## src/rtl/vga_pkg.sv

```systemverilog
// Shared types and constants for the bouncing-circle VGA generator.
// Colour format, object palette and small elaboration helpers.
package vga_pkg;

    typedef struct packed {
        logic [3:0] r;
        logic [3:0] g;
        logic [3:0] b;
    } rgb444_t;

    localparam rgb444_t COLOUR_BLACK = '{r: 4'h0, g: 4'h0, b: 4'h0};

    // Object i is drawn in PALETTE[i]; index 0 has the highest priority.
    localparam rgb444_t PALETTE [8] = '{
        '{r: 4'h0, g: 4'hF, b: 4'h0},
        '{r: 4'hF, g: 4'h0, b: 4'h0},
        '{r: 4'h0, g: 4'h0, b: 4'hF},
        '{r: 4'hF, g: 4'hF, b: 4'h0},
        '{r: 4'h0, g: 4'hF, b: 4'hF},
        '{r: 4'hF, g: 4'h0, b: 4'hF},
        '{r: 4'hF, g: 4'hF, b: 4'hF},
        '{r: 4'hF, g: 4'h8, b: 4'h0}
    };

    function automatic int imax(input int a, input int b);
        return (a > b) ? a : b;
    endfunction

    function automatic int imin(input int a, input int b);
        return (a < b) ? a : b;
    endfunction

endpackage

```

## src/rtl/vga_timing.sv

```systemverilog
// Horizontal/vertical pixel counters with sync, active and frame decode.
// All decoded flags are combinational from the counter registers.
module vga_timing #(
    parameter int HWIDTH  = 640,
    parameter int HFPORCH = 16,
    parameter int HSYNC   = 96,
    parameter int HBPORCH = 48,
    parameter int VWIDTH  = 480,
    parameter int VFPORCH = 10,
    parameter int VSYNC   = 2,
    parameter int VBPORCH = 33,
    parameter int HCW     = $clog2(HWIDTH + HFPORCH + HSYNC + HBPORCH),
    parameter int VCW     = $clog2(VWIDTH + VFPORCH + VSYNC + VBPORCH)
) (
    input  logic           clk,
    input  logic           rst_n,
    output logic [HCW-1:0] hcnt_o,
    output logic [VCW-1:0] vcnt_o,
    output logic           hs_act_o,
    output logic           vs_act_o,
    output logic           active_o,
    output logic           frame_start_o
);

    localparam int HTOTAL = HWIDTH + HFPORCH + HSYNC + HBPORCH;
    localparam int VTOTAL = VWIDTH + VFPORCH + VSYNC + VBPORCH;

    logic [HCW-1:0] hcnt_q, hcnt_d;
    logic [VCW-1:0] vcnt_q, vcnt_d;
    logic           h_wrap, v_wrap;
    logic [HCW:0]   h_x;
    logic [VCW:0]   v_x;

    assign h_wrap = (hcnt_q == HCW'(HTOTAL - 1));
    assign v_wrap = (vcnt_q == VCW'(VTOTAL - 1));

    // Next counter values: h wraps every line, v steps on each h wrap.
    always_comb begin
        hcnt_d = h_wrap ? '0 : hcnt_q + HCW'(1);
        vcnt_d = vcnt_q;
        if (h_wrap) begin
            vcnt_d = v_wrap ? '0 : vcnt_q + VCW'(1);
        end
    end

    // Counter registers.
    always_ff @(posedge clk or negedge rst_n) begin
        if (!rst_n) begin
            hcnt_q <= '0;
            vcnt_q <= '0;
        end else begin
            hcnt_q <= hcnt_d;
            vcnt_q <= vcnt_d;
        end
    end

    // One extra bit so sync end points equal to the total still compare.
    assign h_x = {1'b0, hcnt_q};
    assign v_x = {1'b0, vcnt_q};

    assign hs_act_o = (h_x >= (HCW+1)'(HWIDTH + HFPORCH)) &&
                      (h_x <  (HCW+1)'(HWIDTH + HFPORCH + HSYNC));
    assign vs_act_o = (v_x >= (VCW+1)'(VWIDTH + VFPORCH)) &&
                      (v_x <  (VCW+1)'(VWIDTH + VFPORCH + VSYNC));
    assign active_o = (h_x < (HCW+1)'(HWIDTH)) &&
                      (v_x < (VCW+1)'(VWIDTH));

    assign frame_start_o = (hcnt_q == '0) && (vcnt_q == VCW'(VWIDTH));

    assign hcnt_o = hcnt_q;
    assign vcnt_o = vcnt_q;

endmodule

```

## src/rtl/vga_bounce_gen.sv

```systemverilog
// VGA timing plus NOBJ bouncing filled circles, each in its own colour.
// Two-stage pixel pipeline: S1 centre offsets, S2 radius test; syncs delayed to match.
module vga_bounce_gen
    import vga_pkg::*;
#(
    parameter int HWIDTH  = 640,
    parameter int HFPORCH = 16,
    parameter int HSYNC   = 96,
    parameter int HBPORCH = 48,
    parameter int VWIDTH  = 480,
    parameter int VFPORCH = 10,
    parameter int VSYNC   = 2,
    parameter int VBPORCH = 33,
    parameter bit HS_POL  = 1'b0,
    parameter bit VS_POL  = 1'b0,
    parameter int NOBJ    = 2,
    parameter int RADIUS  = 30,
    parameter int SPEED   = 1
) (
    input  logic       clk,
    input  logic       rst_n,
    input  logic       en,
    output logic       frame_start,
    output logic [3:0] VGA_R,
    output logic [3:0] VGA_G,
    output logic [3:0] VGA_B,
    output logic       VGA_HS,
    output logic       VGA_VS
);

    localparam int HTOTAL = HWIDTH + HFPORCH + HSYNC + HBPORCH;
    localparam int VTOTAL = VWIDTH + VFPORCH + VSYNC + VBPORCH;
    localparam int HCW    = $clog2(HTOTAL);
    localparam int VCW    = $clog2(VTOTAL);
    localparam int SQW    = 2 * (imax(HCW, VCW) + 1) + 1;
    localparam int XHI    = HWIDTH - 1 - RADIUS;
    localparam int YHI    = VWIDTH - 1 - RADIUS;
    localparam int LOLIM  = RADIUS + SPEED;

    if (NOBJ < 1 || NOBJ > 8) begin : g_chk_nobj
        $error("vga_bounce_gen: NOBJ must be 1..8");
    end
    if (RADIUS * (NOBJ + 1) > imin(HWIDTH, VWIDTH) - 1) begin : g_chk_rad
        $error("vga_bounce_gen: circles do not fit the visible area");
    end
    if (SPEED < 1 || SPEED > RADIUS) begin : g_chk_speed
        $error("vga_bounce_gen: SPEED must be 1..RADIUS");
    end

    logic [HCW-1:0] hcnt;
    logic [VCW-1:0] vcnt;
    logic           hs_act, vs_act, active;

    vga_timing #(
        .HWIDTH  (HWIDTH),
        .HFPORCH (HFPORCH),
        .HSYNC   (HSYNC),
        .HBPORCH (HBPORCH),
        .VWIDTH  (VWIDTH),
        .VFPORCH (VFPORCH),
        .VSYNC   (VSYNC),
        .VBPORCH (VBPORCH),
        .HCW     (HCW),
        .VCW     (VCW)
    ) u_timing (
        .clk           (clk),
        .rst_n         (rst_n),
        .hcnt_o        (hcnt),
        .vcnt_o        (vcnt),
        .hs_act_o      (hs_act),
        .vs_act_o      (vs_act),
        .active_o      (active),
        .frame_start_o (frame_start)
    );

    logic            move;
    logic [NOBJ-1:0] hit_vec;

    assign move = frame_start & en;

    for (genvar i = 0; i < NOBJ; i++) begin : g_obj
        logic [HCW-1:0]     cx_q, cx_d;
        logic [VCW-1:0]     cy_q, cy_d;
        logic               dirx_q, dirx_d;
        logic               diry_q, diry_d;
        logic [HCW:0]       cx_up;
        logic [VCW:0]       cy_up;
        logic signed [HCW:0] dx_q;
        logic signed [VCW:0] dy_q;
        logic [HCW:0]       dxa;
        logic [VCW:0]       dya;
        logic [SQW-1:0]     d2;
        logic               hit_q;

        assign cx_up = {1'b0, cx_q} + (HCW+1)'(SPEED);
        assign cy_up = {1'b0, cy_q} + (VCW+1)'(SPEED);

        // Bounce step per axis: clamp to the wall and reverse on contact.
        always_comb begin
            cx_d   = cx_q;
            dirx_d = dirx_q;
            cy_d   = cy_q;
            diry_d = diry_q;
            if (!dirx_q) begin
                if (cx_up >= (HCW+1)'(XHI)) begin
                    cx_d   = HCW'(XHI);
                    dirx_d = 1'b1;
                end else begin
                    cx_d = cx_up[HCW-1:0];
                end
            end else begin
                if ({1'b0, cx_q} <= (HCW+1)'(LOLIM)) begin
                    cx_d   = HCW'(RADIUS);
                    dirx_d = 1'b0;
                end else begin
                    cx_d = cx_q - HCW'(SPEED);
                end
            end
            if (!diry_q) begin
                if (cy_up >= (VCW+1)'(YHI)) begin
                    cy_d   = VCW'(YHI);
                    diry_d = 1'b1;
                end else begin
                    cy_d = cy_up[VCW-1:0];
                end
            end else begin
                if ({1'b0, cy_q} <= (VCW+1)'(LOLIM)) begin
                    cy_d   = VCW'(RADIUS);
                    diry_d = 1'b0;
                end else begin
                    cy_d = cy_q - VCW'(SPEED);
                end
            end
        end

        // Centre and direction state, updated once per frame when enabled.
        always_ff @(posedge clk or negedge rst_n) begin
            if (!rst_n) begin
                cx_q   <= HCW'(RADIUS * (i + 1));
                cy_q   <= VCW'(RADIUS * (i + 1));
                dirx_q <= ((i % 2) == 1);
                diry_q <= 1'b0;
            end else if (move) begin
                cx_q   <= cx_d;
                cy_q   <= cy_d;
                dirx_q <= dirx_d;
                diry_q <= diry_d;
            end
        end

        assign dxa = dx_q[HCW] ? $unsigned(-dx_q) : $unsigned(dx_q);
        assign dya = dy_q[VCW] ? $unsigned(-dy_q) : $unsigned(dy_q);
        assign d2  = SQW'(dxa) * SQW'(dxa) + SQW'(dya) * SQW'(dya);

        // S1 offsets from the centre, S2 inside-circle flag.
        always_ff @(posedge clk or negedge rst_n) begin
            if (!rst_n) begin
                dx_q  <= '0;
                dy_q  <= '0;
                hit_q <= 1'b0;
            end else begin
                dx_q  <= $signed({1'b0, hcnt}) - $signed({1'b0, cx_q});
                dy_q  <= $signed({1'b0, vcnt}) - $signed({1'b0, cy_q});
                hit_q <= (d2 <= SQW'(RADIUS * RADIUS));
            end
        end

        assign hit_vec[i] = hit_q;
    end

    logic    hs_s1_q, vs_s1_q, act_s1_q;
    logic    hs_s2_q, vs_s2_q, act_s2_q;
    rgb444_t colour;

    // Delay sync and active by two clocks to line up with hit flags.
    always_ff @(posedge clk or negedge rst_n) begin
        if (!rst_n) begin
            hs_s1_q  <= 1'b0;
            vs_s1_q  <= 1'b0;
            act_s1_q <= 1'b0;
            hs_s2_q  <= ~HS_POL;
            vs_s2_q  <= ~VS_POL;
            act_s2_q <= 1'b0;
        end else begin
            hs_s1_q  <= hs_act;
            vs_s1_q  <= vs_act;
            act_s1_q <= active;
            hs_s2_q  <= hs_s1_q ? HS_POL : ~HS_POL;
            vs_s2_q  <= vs_s1_q ? VS_POL : ~VS_POL;
            act_s2_q <= act_s1_q;
        end
    end

    // Lowest-index hit wins; black outside the visible area.
    always_comb begin
        colour = COLOUR_BLACK;
        if (act_s2_q) begin
            for (int k = NOBJ - 1; k >= 0; k--) begin
                if (hit_vec[k]) begin
                    colour = PALETTE[k[2:0]];
                end
            end
        end
    end

    assign VGA_R  = colour.r;
    assign VGA_G  = colour.g;
    assign VGA_B  = colour.b;
    assign VGA_HS = hs_s2_q;
    assign VGA_VS = vs_s2_q;

endmodule

```

## config.mk

```make
export PLATFORM = sky130hd
export DESIGN_NAME = vga_bounce_gen
export DESIGN_NICKNAME = d
export VERILOG_FILES = /design/src/rtl/vga_pkg.sv /design/src/rtl/vga_timing.sv /design/src/rtl/vga_bounce_gen.sv
export SDC_FILE = /design/constraint.sdc
export NUM_CORES = 1
export LEC_CHECK = 0
export ABC_AREA = 1
export ABC_CLOCK_PERIOD_IN_PS = 19900
export CAP_MARGIN = 10
export CORE_MARGIN = 5
export CORE_UTILIZATION = 50
export DETAILED_ROUTE_END_ITERATION = 6
export PLACE_DENSITY = 0.65
export SYNTH_ARGS = -nofsm -noshare
export SYNTH_HDL_FRONTEND = slang
export SYNTH_SLANG_ARGS = --single-unit
export TNS_END_PERCENT = 20
```

## constraint.sdc

```tcl
create_clock -name clk -period 19.9 [get_ports clk]
set_input_delay 1.99 -clock clk [delete_from_list [all_inputs] [get_ports clk]]
set_output_delay 1.99 -clock clk [all_outputs]
set_load 0.02 [all_outputs]
```

# [Word-level counts from Yosys, hierarchy flattened]
# Cells that the tools add are included.
[totals] regBits=116 elab_cells=106 output_inout_bits=15 input_bits=3
[op_classes] reduce_logical=5 n_eq_ne=3 order_cmp=16 bitwise_logic=1 mux=35 n_addsub=20 mul=4
[op_table] op="10-bit two-way mux" n=14
[op_table] op="11-bit by 11-bit multiplier with 22-bit output" n=4
[op_table] op="22-bit by 22-bit adder with 23-bit output" n=2
[op_table] op="23-bit by 10-bit less-or-equal comparator with 1-bit output, second input constant" n=2
[op_table] op="10-bit by 1-bit adder with 11-bit output, second input constant" n=4
[op_table] op="11-bit two-way mux" n=4
[op_table] op="11-bit negator" n=4
[op_table] op="10-bit by 10-bit subtractor with 11-bit output" n=4
[op_table] op="10-bit by 5-bit less-or-equal comparator with 1-bit output, second input constant" n=4
[op_table] op="10-bit by 1-bit subtractor with 10-bit output, second input constant" n=4
[op_table] op="12-bit two-way mux" n=3
[op_table] op="11-bit by 10-bit greater-or-equal comparator with 1-bit output, second input constant" n=2
[op_table] op="11-bit by 9-bit greater-or-equal comparator with 1-bit output, second input constant" n=2
[op_table] op="10-bit by 1-bit adder with 10-bit output, second input constant" n=2
[op_table] op="10-bit equality test, second input constant" n=2
[op_table] op="10-bit < comparator, second input constant" n=2
[op_table] op="10-bit by 9-bit < comparator with 1-bit output, second input constant" n=2
[op_table] op="1-bit two-way mux" n=14
[op_table] op="10-bit by 9-bit equality test with 1-bit output, second input constant" n=1
[op_table] op="10-bit greater-or-equal comparator, second input constant" n=1
[op_table] op="10-bit by 9-bit greater-or-equal comparator with 1-bit output, second input constant" n=1
[op_table] op="10-bit logical NOT" n=1
[op_table] op="1-bit logical AND" n=4
[op_table] op="1-bit AND" n=1

# [Logic depth before layout (Yosys ltp)]
# Gate-level depths: netlist of run 1.
[logic_depth] ltp_word=5 depth_mapped=42 depth_no_buf=42

# [Worst setup path after synthesis of run 1]
# OpenSTA, ideal clock, no wires.
[synth_timing] path_kind="reg-to-reg" from="reg g_obj[0].dy_q[0]" to="reg g_obj[0].hit_q" setup_slack_ps=12745 path_stages_with_launch=37 synth_period_minus_slack_ps=7155 arrival_ps=7084 path_buffers=1 required_time_ps=19829 setup_ps=71 cell_sequence="dfrtp_1 > inv_1 > clkbuf_1 > ha_1 > inv_1 > nor3_1 > nand3_1 > nor2_1 > nand2_1 > nand2_1 > nand2_1 > nand2_4 > inv_1 > nor2_1 > inv_1 > fa_1 > fa_1 > inv_1 > fa_1 > fa_1 > fa_1 > fa_1 > inv_1 > fa_1 > inv_1 > ha_1 > nand2_1 > nor2_1 > and3_1 > nand2_1 > nand3_1 > nand2_1 > nor2_1 > nand2_1 > nor2_1 > nand3_1 > nor2_1"
[synth_via] elab_chain_len=5
[synth_rtl] element="from (decl)" line="vga_bounce_gen.sv:89" rtl="logic signed [VCW:0] dy_q;"
[synth_rtl] element="from (signal assigned)" line="vga_bounce_gen.sv:163" rtl="dy_q <= $signed({1'b0, vcnt}) - $signed({1'b0, cy_q});"
[synth_rtl] element="11-bit negator" line="vga_bounce_gen.sv:152" rtl="assign dya = dy_q[VCW] ? $unsigned(-dy_q) : $unsigned(dy_q);"
[synth_rtl] element="11-bit two-way mux (*)" line="vga_bounce_gen.sv:152"
[synth_rtl] element="11-bit by 11-bit multiplier with 22-bit output (*)" line="vga_bounce_gen.sv:153" rtl="assign d2 = SQW'(dxa) * SQW'(dxa) + SQW'(dya) * SQW'(dya);"
[synth_rtl] element="22-bit by 22-bit adder with 23-bit output (*)" line="vga_bounce_gen.sv:153"
[synth_rtl] element="23-bit by 10-bit less-or-equal comparator with 1-bit output (*)" line="vga_bounce_gen.sv:164" rtl="hit_q <= (d2 <= SQW'(RADIUS * RADIUS));"
[synth_rtl] element="to (signal assigned)" line="vga_bounce_gen.sv:164"
[synth_rtl] element="to (decl)" line="vga_bounce_gen.sv:93" rtl="logic hit_q;"
# Mark *: on every way between the ends. The rest lies on a longest branch, timed or not.
# A chain may end at the register's enable or synchronous reset.

# [Worst setup path after layout of run 1]
# Same ends and word-level chain as after synthesis.

==> impl_results.md, run 1 <==
- Synth Area per Inst: 7.73 um^2
- Slowest-stage cell, CP: fa_1
- DRC Markers: 0
- FF-to-FF path depth: 35
- Reg-to-Reg Start: g_obj[0].dy_q[0]
- Cell Area, Synth: 23200 um^2
- Final setup violating endpoints: 0
- Core area: 46300 um^2
- # diodes: 0
- Nets: 3621
- I/O Pins: 18
- Count leader, synth: inv_1
- Tightest Pin Transition: 0.947 ns
- Initial Utilization: 0.502
- Worst Setup SP: g_obj[0].dy_q[0]
- Worst R2R Setup Slack: 11.89 ns
- Post-CTS setup buffer count: 0
- Crit path capture: g_obj[0].hit_q
- Die width: 225 um
- Startpoint types: flop
- Slew HR: 0.369
- Vias: 18500
- Slew Limit Fails: 0
- Die Ht: 225 um
- Die area: 50800 um^2
- Worst flop-to-flop path endpoint: g_obj[0].hit_q
- Max-cap viol count: 0
- Setup crit end kind: flop
- Initial antenna violation count: 0
- First-pass GRT wire length: 94.3 mm
- Primary FF master, synth: dfrtp_1
- Post-DRT Antenna Nets: 0
- CTS Hold Bufs: 0
- Outcome: complete, no violations
- Clk buf depth: 2
- Final wirelength: 55.4 mm
- Average wire per standard cell: 15.2 um
- Total grt overflow: 0
- Floorplan row count: 79
- Clock Latency Late Sink: 0.43 ns
- Synthesized flop and latch total: 116
- Share of cells above drive strength 1: 0.0456
- Fmax: 125 MHz
- Period minus WS final: 8.01 ns
- Dominant cells by area after synthesis: fa_1 29%, ha_1 13%, inv_1 13%, dfrtp_1 10%, nand2_1 8.5%
- CP Class: flop to flop
- Largest area contributor in the netlist: fa_1
- Clock slew at reported path FFs: 0.07 ns
- DP HPWL: 47.5 mm
- Post-synth EDFFs: 0
- First-pass iteration count of the detailed router: 5
- Clock buffer count from CTS: 17
- Synth Instances: 3003
- P&R area growth vs syn: 6.28%
- YS warnings: 0
- Largest net degree at the start of global routing: 72
- Clk root buf: clkbuf_16
- CP required: 20.26 ns
- Slowest stage delay, CP: 0.56 ns
- HP Class: flop to flop
- Synth unique cells: 62
- Gpl congestion: 0.885
- Arrival time worst endpoint: 8.37 ns
- Post-route setup TNS: 0 ns
- Fraction of registers with async set/reset: 1.00
- Yosys top cell area share: 0.290
- Post_cts resized: 0
- Crit Path Max Fanout: 13
- Most frequent cells after synthesis: 792 x inv_1, 523 x nand2_1, 336 x fa_1, 295 x nor2_1, 250 x ha_1
- # clock sinks: 116
- Period utilization: 0.402
- Vias in the first global route: 19200
- CTS H-Tree Depth: 4
- Hold Fails Final Rpt: 0
- Vias per inst: 5.08
- GRT Total Usage: 0.227
- Seq/Total Area, Yosys: 0.126
- RSZ-0062 raised after global routing: false
- Iter 0 DRT Violations: 962
- Final Skew: 0.0161 ns
- CTS tree: done
- Port bufs: 13
-- layout make-up --
class | count | area [um^2]
clock buffer | 18 | 439
clock inverter | 14 | 188
fill | 4382 | 21600
inverter | 813 | 3060
multi-input combinational | 2068 | 17100
sequential | 116 | 2930
tap | 607 | 759
timing repair buffer | 16 | 150
-- cell usage in the layout, fill, tap and decap left out, types with 70 or more instances in the layout --
cell	count
a21oi_1	102
dfrtp_1	97
fa_1	336
ha_1	250
inv_1	792
nand2_1	523
nand3_1	114
nor2_1	295
o21ai_0	70
xor2_1	79
-- worst min path at each step --
stage          cells after the start  endpoint  slack, ns     start
5_1_grt                            1    VGA_HS       0.37   hs_s1_q
6_report                           0  act_s2_q       0.36  act_s1_q
3_5_place_dp                       0  act_s2_q       0.34  act_s1_q
2_1_floorplan                      0  act_s2_q       0.33  act_s1_q
4_1_cts                            0  act_s2_q       0.36  act_s1_q
3_3_place_gp                       0  act_s2_q       0.34  act_s1_q
-- metrics by stage --
stage          cells  utilization  area [um^2]  setup WS (ns)  hold WS (ns)
2_1_floorplan   3035            -        23300          12.74         0.331
3_3_place_gp    3620        0.519        24000          12.04         0.339
3_5_place_dp    3620        0.519        24000          11.91         0.340
4_1_cts         3652        0.533        24700          11.93         0.356
5_1_grt         3652        0.533        24700          11.24         0.369
6_report        3652        0.533        24700          11.89         0.356
-- layer usage --
layer	vias to the layer above	routed length (um)	track usage	share of wire
met1	8977	25100	0.311	0.45
met5	-	0	0	0
met3	68	2510	0.0297	0.045
met4	0	1420	0.0621	0.026
met2	407	26400	0.383	0.48
li1	9086	-	-	-
-- logic make-up after synthesis --
family          share of synthesized area
flops                               0.126
compound gates                     0.0646
mux                              0.000485
fa+ha+maj                           0.425
other cells                      0.000324
buf+inv                             0.140
simple gates                        0.205
xor+xnor                           0.0387
-- worst max-delay path: cells and delay by family (launching register included) --
family / cells / cell delay, ns
flops: 1 / 0.46
fa+ha+maj: 9 / 4.26
buf+inv: 7 / 0.88
simple gates: 19 / 2.37
-- sequential cells by signal (all words and copies together) (netlist names), 2 cells and up --
signal and count:
g_obj.dx_q 22, g_obj.dy_q 22, g_obj.cx_q 20, g_obj.cy_q 20, u_timing.hcnt_o 10, u_timing.vcnt_o 10, g_obj.dirx_q 2, g_obj.diry_q 2
g_obj.hit_q 2
Power of run 1 is not shown: default switching activity piles up to over one toggle a cycle in this logic, so the estimate is an artifact.
==> inputs of run 2 (changes only) <==
- ABC_CLOCK_PERIOD_IN_PS: 19900 -> 8400
- clock period: 19.9 -> 8.4 ns (I/O delays scaled with it)
==> impl_results.md, run 2 (synthesis gave the netlist of run 1 again) <==
- Worst Slack Setup Final: 0.707 ns (-11.19 ns)
- P&R area growth vs syn: 6.34% (about the same)
- Die Ht: 225 um (unchanged)
- Vias in the first global route: 19200 (-0.026%)
- Final setup violating endpoints: 0 (unchanged)
- Clk buf depth: 2 (unchanged)
- Period utilization: 0.916 (+0.513)
- Vias: 18600 (+0.13%)
- DRC Markers: 0 (unchanged)
- Post-place setup slack: 0.444 ns (-11.47 ns)
- Largest net degree at the start of global routing: 72 (unchanged)
- Total grt overflow: 0 (unchanged)
- Port bufs: 13 (unchanged)
- Final wirelength: 55.4 mm (-0.16%)
- CP Class: flop to flop
- Filler cell count: 4405 (+0.52%)
- Most common cell after layout, fill and taps aside: inv_1
- Max-cap viol count: 0 (unchanged)
- Iter 0 DRT Violations: 1174 (+22%)
- CTS tree: done
- Slowest-stage cell, CP: fa_1
- FF-to-FF path depth: 36 (+2.9%)
- First-pass iteration count of the detailed router: 5 (unchanged)
- Clock Latency Late Sink: 0.43 ns (about the same)
- Hold Fails Final Rpt: 0 (unchanged)
- Die width: 225 um (unchanged)
- Clk root buf: clkbuf_16
- Gpl congestion: 0.881 (-0.52%)
- GRT Total Usage: 0.227 (about the same)
- Slew HR: 0.383 (+0.0139)
- Fmax: 130 MHz (+4.1%)
- Worst R2R Setup Slack: 0.71 ns (-11.19 ns)
- Setup crit end kind: flop
- RSZ-0062 raised after global routing: false
- CTS H-Tree Depth: 4 (unchanged)
- Period minus WS final: 7.69 ns (-0.314 ns)
- Hold Crit Depth: 1 (+1)
- Layout Utilization: 0.533 (about the same)
- I/O Pins: 18 (unchanged)
- Nets: 3629 (+0.22%)
- Tightest Pin Transition: 0.926 ns (-0.0209 ns)
- Initial Utilization: 0.502 (unchanged)
- Die area: 50800 um^2 (unchanged)
- Post-route setup TNS: 0 ns (unchanged)
- Initial antenna violation count: 0 (unchanged)
- Clock buffer count from CTS: 17 (unchanged)
- Outcome: complete, no violations
- Arrival time worst endpoint: 8.02 ns (-0.35 ns)
- Crit Path Max Fanout: 8 (-5)
- First-pass GRT wire length: 94.5 mm (+0.23%)
- # clock sinks: 116 (unchanged)
- Worst flop-to-flop path endpoint: g_obj[1].hit_q
- Most frequent cells in the layout: 791 x inv_1, 523 x nand2_1, 336 x fa_1
- Startpoint types: flop
- Vias per inst: 5.07 (about the same)
- Core area: 46300 um^2 (unchanged)
- Post-DRT Antenna Nets: 0 (unchanged)
- # diodes: 0 (unchanged)
- Average wire per standard cell: 15.1 um (-0.38%)
- Floorplan row count: 79 (unchanged)
- DP HPWL: 47.6 mm (+0.16%)
- Share of cells above drive strength 1: 0.0481 (+0.00250)
- CP required: 8.73 ns (-11.53 ns)
- Clock slew at reported path FFs: 0.06 ns (about the same)
- Largest registers: g_obj.dx_q x22, g_obj.dy_q x22
- Hold EP: VGA_HS
- Final Skew: 0.0162 ns (+0.000130 ns)
- Reg-to-Reg Start: g_obj[1].dy_q[0]
- Slowest stage delay, CP: 0.55 ns (about the same)
- Slew Limit Fails: 0 (unchanged)
- HP Class: flop to flop
- Hold path startpoint: hs_s1_q
==> run 2: cell types whose count changed in the layout (fill, tap and decap cells not counted), moves of 2 or more <==
cell / before / now
inv_8: 2 / 0
buf_4: 4 / 12
inv_6: 6 / 4
bufinv_16: 3 / 1
clkinv_4: 0 / 4
==> run 2: layer usage <==
| metal | wire (um) | global-route usage | part of all wire |
|---|---|---|---|
| met3 | 2440 | 0.0258 | 0.044 |
| met4 | 1310 | 0.0574 | 0.024 |
| met5 | 0 | 0 | 0 |
| met2 | 26700 | 0.385 | 0.48 |
| met1 | 24900 | 0.313 | 0.45 |
==> run 2: final cells by class <==
type	instances	area, um^2	share of cell area
Inverter	813	3060	0.124
Clock buffer	20	457	0.0185
Clock inverter	12	120	0.00487
Tap cell	607	759	0.0308
Timing Repair Buffer	24	210	0.00852
Sequential cell	116	2930	0.119
Multi-Input combinational cell	2068	17100	0.695
==> run 2: worst max-delay path by stage <==
stage                           from              to  slack [ns]  depth (start not counted)
floorplan           g_obj[0].dy_q[0]  g_obj[0].hit_q        1.24                         36
global placement    g_obj[1].dy_q[0]  g_obj[1].hit_q        0.58                         37
detailed placement  g_obj[1].dy_q[0]  g_obj[1].hit_q        0.44                         37
CTS                 g_obj[1].dy_q[0]  g_obj[1].hit_q        0.42                         37
global route        g_obj[1].dx_q[0]  g_obj[1].hit_q        0.02                         37
finish              g_obj[1].dy_q[0]  g_obj[1].hit_q        0.71                         36
==> run 2: what timing repair did <==
item                       in CTS  in global routing
gates resized for setup         0                  1
setup endpoints to repair       0                  1
setup buffers                   0                  1
hold buffers                    0                  0
==> run 2: worst max-delay path, delay by kind of cell, from the launching register on <==
family                     cells  cell delay, ns
and+or+nand+nor               19            2.17
buffers and inverters          8            0.70
adders and majority gates      9            4.23
DFF                            1            0.49
==> run 2: per-stage QoR <==
stage / instances / hold WS (ns) / area (um^2)
6_report: 3660 / 0.350 / 24700
5_1_grt: 3660 / 0.364 / 24700
3_5_place_dp: 3627 / 0.344 / 24100
2_1_floorplan: 3035 / 0.331 / 23300
4_1_cts: 3659 / 0.350 / 24700
3_3_place_gp: 3627 / 0.347 / 24100
Power of run 2 is left out for the same reason.
==> inputs of run 3 (changes only) <==
- PLACE_DENSITY: 0.65 -> 0.72
==> impl_results.md, run 3 (synthesis gave the netlist of run 1 again) <==
- Hold Fails Final Rpt: 0 (unchanged)
- Initial Utilization: 0.502 (unchanged)
- Post_cts resized: 0 (unchanged)
- Crit Path Max Fanout: 13 (+5)
- Period utilization: 0.921 (+0.00534)
- Max-cap viol count: 0 (unchanged)
- I/O Pins: 18 (unchanged)
- Area of the multi-input gates: 17100 um^2 (unchanged)
- Total grt overflow: 0 (unchanged)
- Filler cell count: 4441 (+0.82%)
- Hold path startpoint: act_s1_q
- CP required: 8.75 ns (+0.02 ns)
- Tightest Pin Transition: 0.969 ns (+0.0425 ns)
- Reg-to-Reg Start: g_obj[0].dy_q[0]
- Clock Latency Late Sink: 0.43 ns (about the same)
- Nets: 3634 (+0.14%)
- Arrival time worst endpoint: 8.09 ns (+0.07 ns)
- # clock sinks: 116 (unchanged)
- Worst Setup SP: g_obj[0].dy_q[0]
- Final Skew: 0.0114 ns (-0.00485 ns)
- Vias per inst: 5.02 (-1.0%)
- First-pass GRT wire length: 89.3 mm (-5.5%)
- Fmax: 129 MHz (-0.58%)
- Die width: 225 um (unchanged)
- DRC Markers: 0 (unchanged)
- Iter 0 DRT Violations: 1045 (-11%)
- Most common cell after layout, fill and taps aside: inv_1
- Core area: 46300 um^2 (unchanged)
- Floorplan row count: 79 (unchanged)
- Slowest-stage cell, CP: fa_1
- Reg area: 2930 um^2 (unchanged)
- Outcome: complete, no violations
- Largest net degree at the start of global routing: 71 (-1.4%)
- RSZ-0062 raised after global routing: false
- Clock buffer count from CTS: 17 (unchanged)
- Vias in the first global route: 18600 (-3.3%)
- Vias: 18400 (-0.88%)
- Post-DRT Antenna Nets: 0 (unchanged)
- HP Class: flop to flop
- Gpl congestion: 0.926 (+5.1%)
- Most frequent cells in the layout: 792 x inv_1, 523 x nand2_1, 336 x fa_1
- GRT Total Usage: 0.213 (-0.0138)
- Post-CTS setup buffer count: 0 (unchanged)
- DP HPWL: 44.5 mm (-6.5%)
- Die area: 50800 um^2 (unchanged)
- Period minus WS final: 7.74 ns (+0.0448 ns)
- Share of cells above drive strength 1: 0.0494 (+0.00123)
- Slew HR: 0.338 (-0.0450)
- CTS H-Tree Depth: 4 (unchanged)
- Setup crit end kind: flop
- CTS Hold Bufs: 0 (unchanged)
- Startpoint types: flop
- First-pass iteration count of the detailed router: 7 (+2)
- Slowest stage delay, CP: 0.56 ns (about the same)
- Die Ht: 225 um (unchanged)
- Clock slew at reported path FFs: 0.06 ns (about the same)
- Largest registers: g_obj.dx_q x22, g_obj.dy_q x22
- CTS tree: done
- CP Class: flop to flop
- Post-route setup TNS: 0 ns (unchanged)
- Port bufs: 13 (unchanged)
- Final wirelength: 51.8 mm (-6.4%)
- Clk buf depth: 2 (unchanged)
- Slew Limit Fails: 0 (unchanged)
- Final setup violating endpoints: 0 (unchanged)
- P&R area growth vs syn: 6.50%
- Initial antenna violation count: 0 (unchanged)
- Clk root buf: clkbuf_16
- # diodes: 0 (unchanged)
- Average wire per standard cell: 14.1 um (-6.5%)
## run 3: changes by cell type in the layout (fill, tap and decap cells not counted), sizes merged
cell      delta
inv          +1
clkinvlp     -1
buf          +5
clkinv       +1
bufinv       +1
clkbuf       -2
## run 3: final timing paths
| path | end | slack (ns) | cells after the start |
|---|---|---|---|
| worst max-delay path | g_obj[0].hit_q | 0.66 | 35 |
| worst max register to register | g_obj[0].hit_q | 0.66 | 35 |
| min in group asynchronous | g_obj[1].dx_q[9] | 0.56 | 1 |
| worst min register to register | act_s2_q | 0.35 | 0 |
| worst min-delay path | act_s2_q | 0.35 | 0 |
| max in group asynchronous | g_obj[0].dy_q[1] | 6.66 | 2 |
## run 3: cell type report
type / instances / area share
Inverter: 813 / 0.124
Sequential cell: 116 / 0.118
Clock buffer: 18 / 0.0174
Clock inverter: 14 / 0.00613
Multi-Input combinational cell: 2068 / 0.694
Tap cell: 607 / 0.0307
Timing Repair Buffer: 29 / 0.0100
## run 3: metal layers
layer	vias up	share of wire	track usage
met2	420	0.49	0.371
met1	8795	0.45	0.288
met3	70	0.041	0.0238
met5	-	0	0
li1	9114	-	-
met4	0	0.022	0.0506
## run 3: critical path, delay by kind of cell (launching register included)
kind	cells	cell delay [ns]
adders and majority gates	9	4.25
and+or+nand+nor	19	2.19
buffers and inverters	7	0.81
DFF	1	0.41
## run 3: stage by stage
| step | cells | instance area [um^2] | util | hold slack [ns] | setup WS (ns) |
|---|---|---|---|---|---|
| after floorplan | 3035 | 23300 | - | 0.331 | 1.24 |
| after global placement | 3633 | 24100 | 0.522 | 0.334 | 0.769 |
| after detailed placement | 3633 | 24100 | 0.522 | 0.335 | 0.682 |
| after CTS | 3665 | 24700 | 0.534 | 0.348 | 0.663 |
| after global routing | 3665 | 24700 | 0.534 | 0.354 | 0.0226 |
| final | 3665 | 24700 | 0.534 | 0.346 | 0.662 |
Power of run 3 is left out for the same reason.
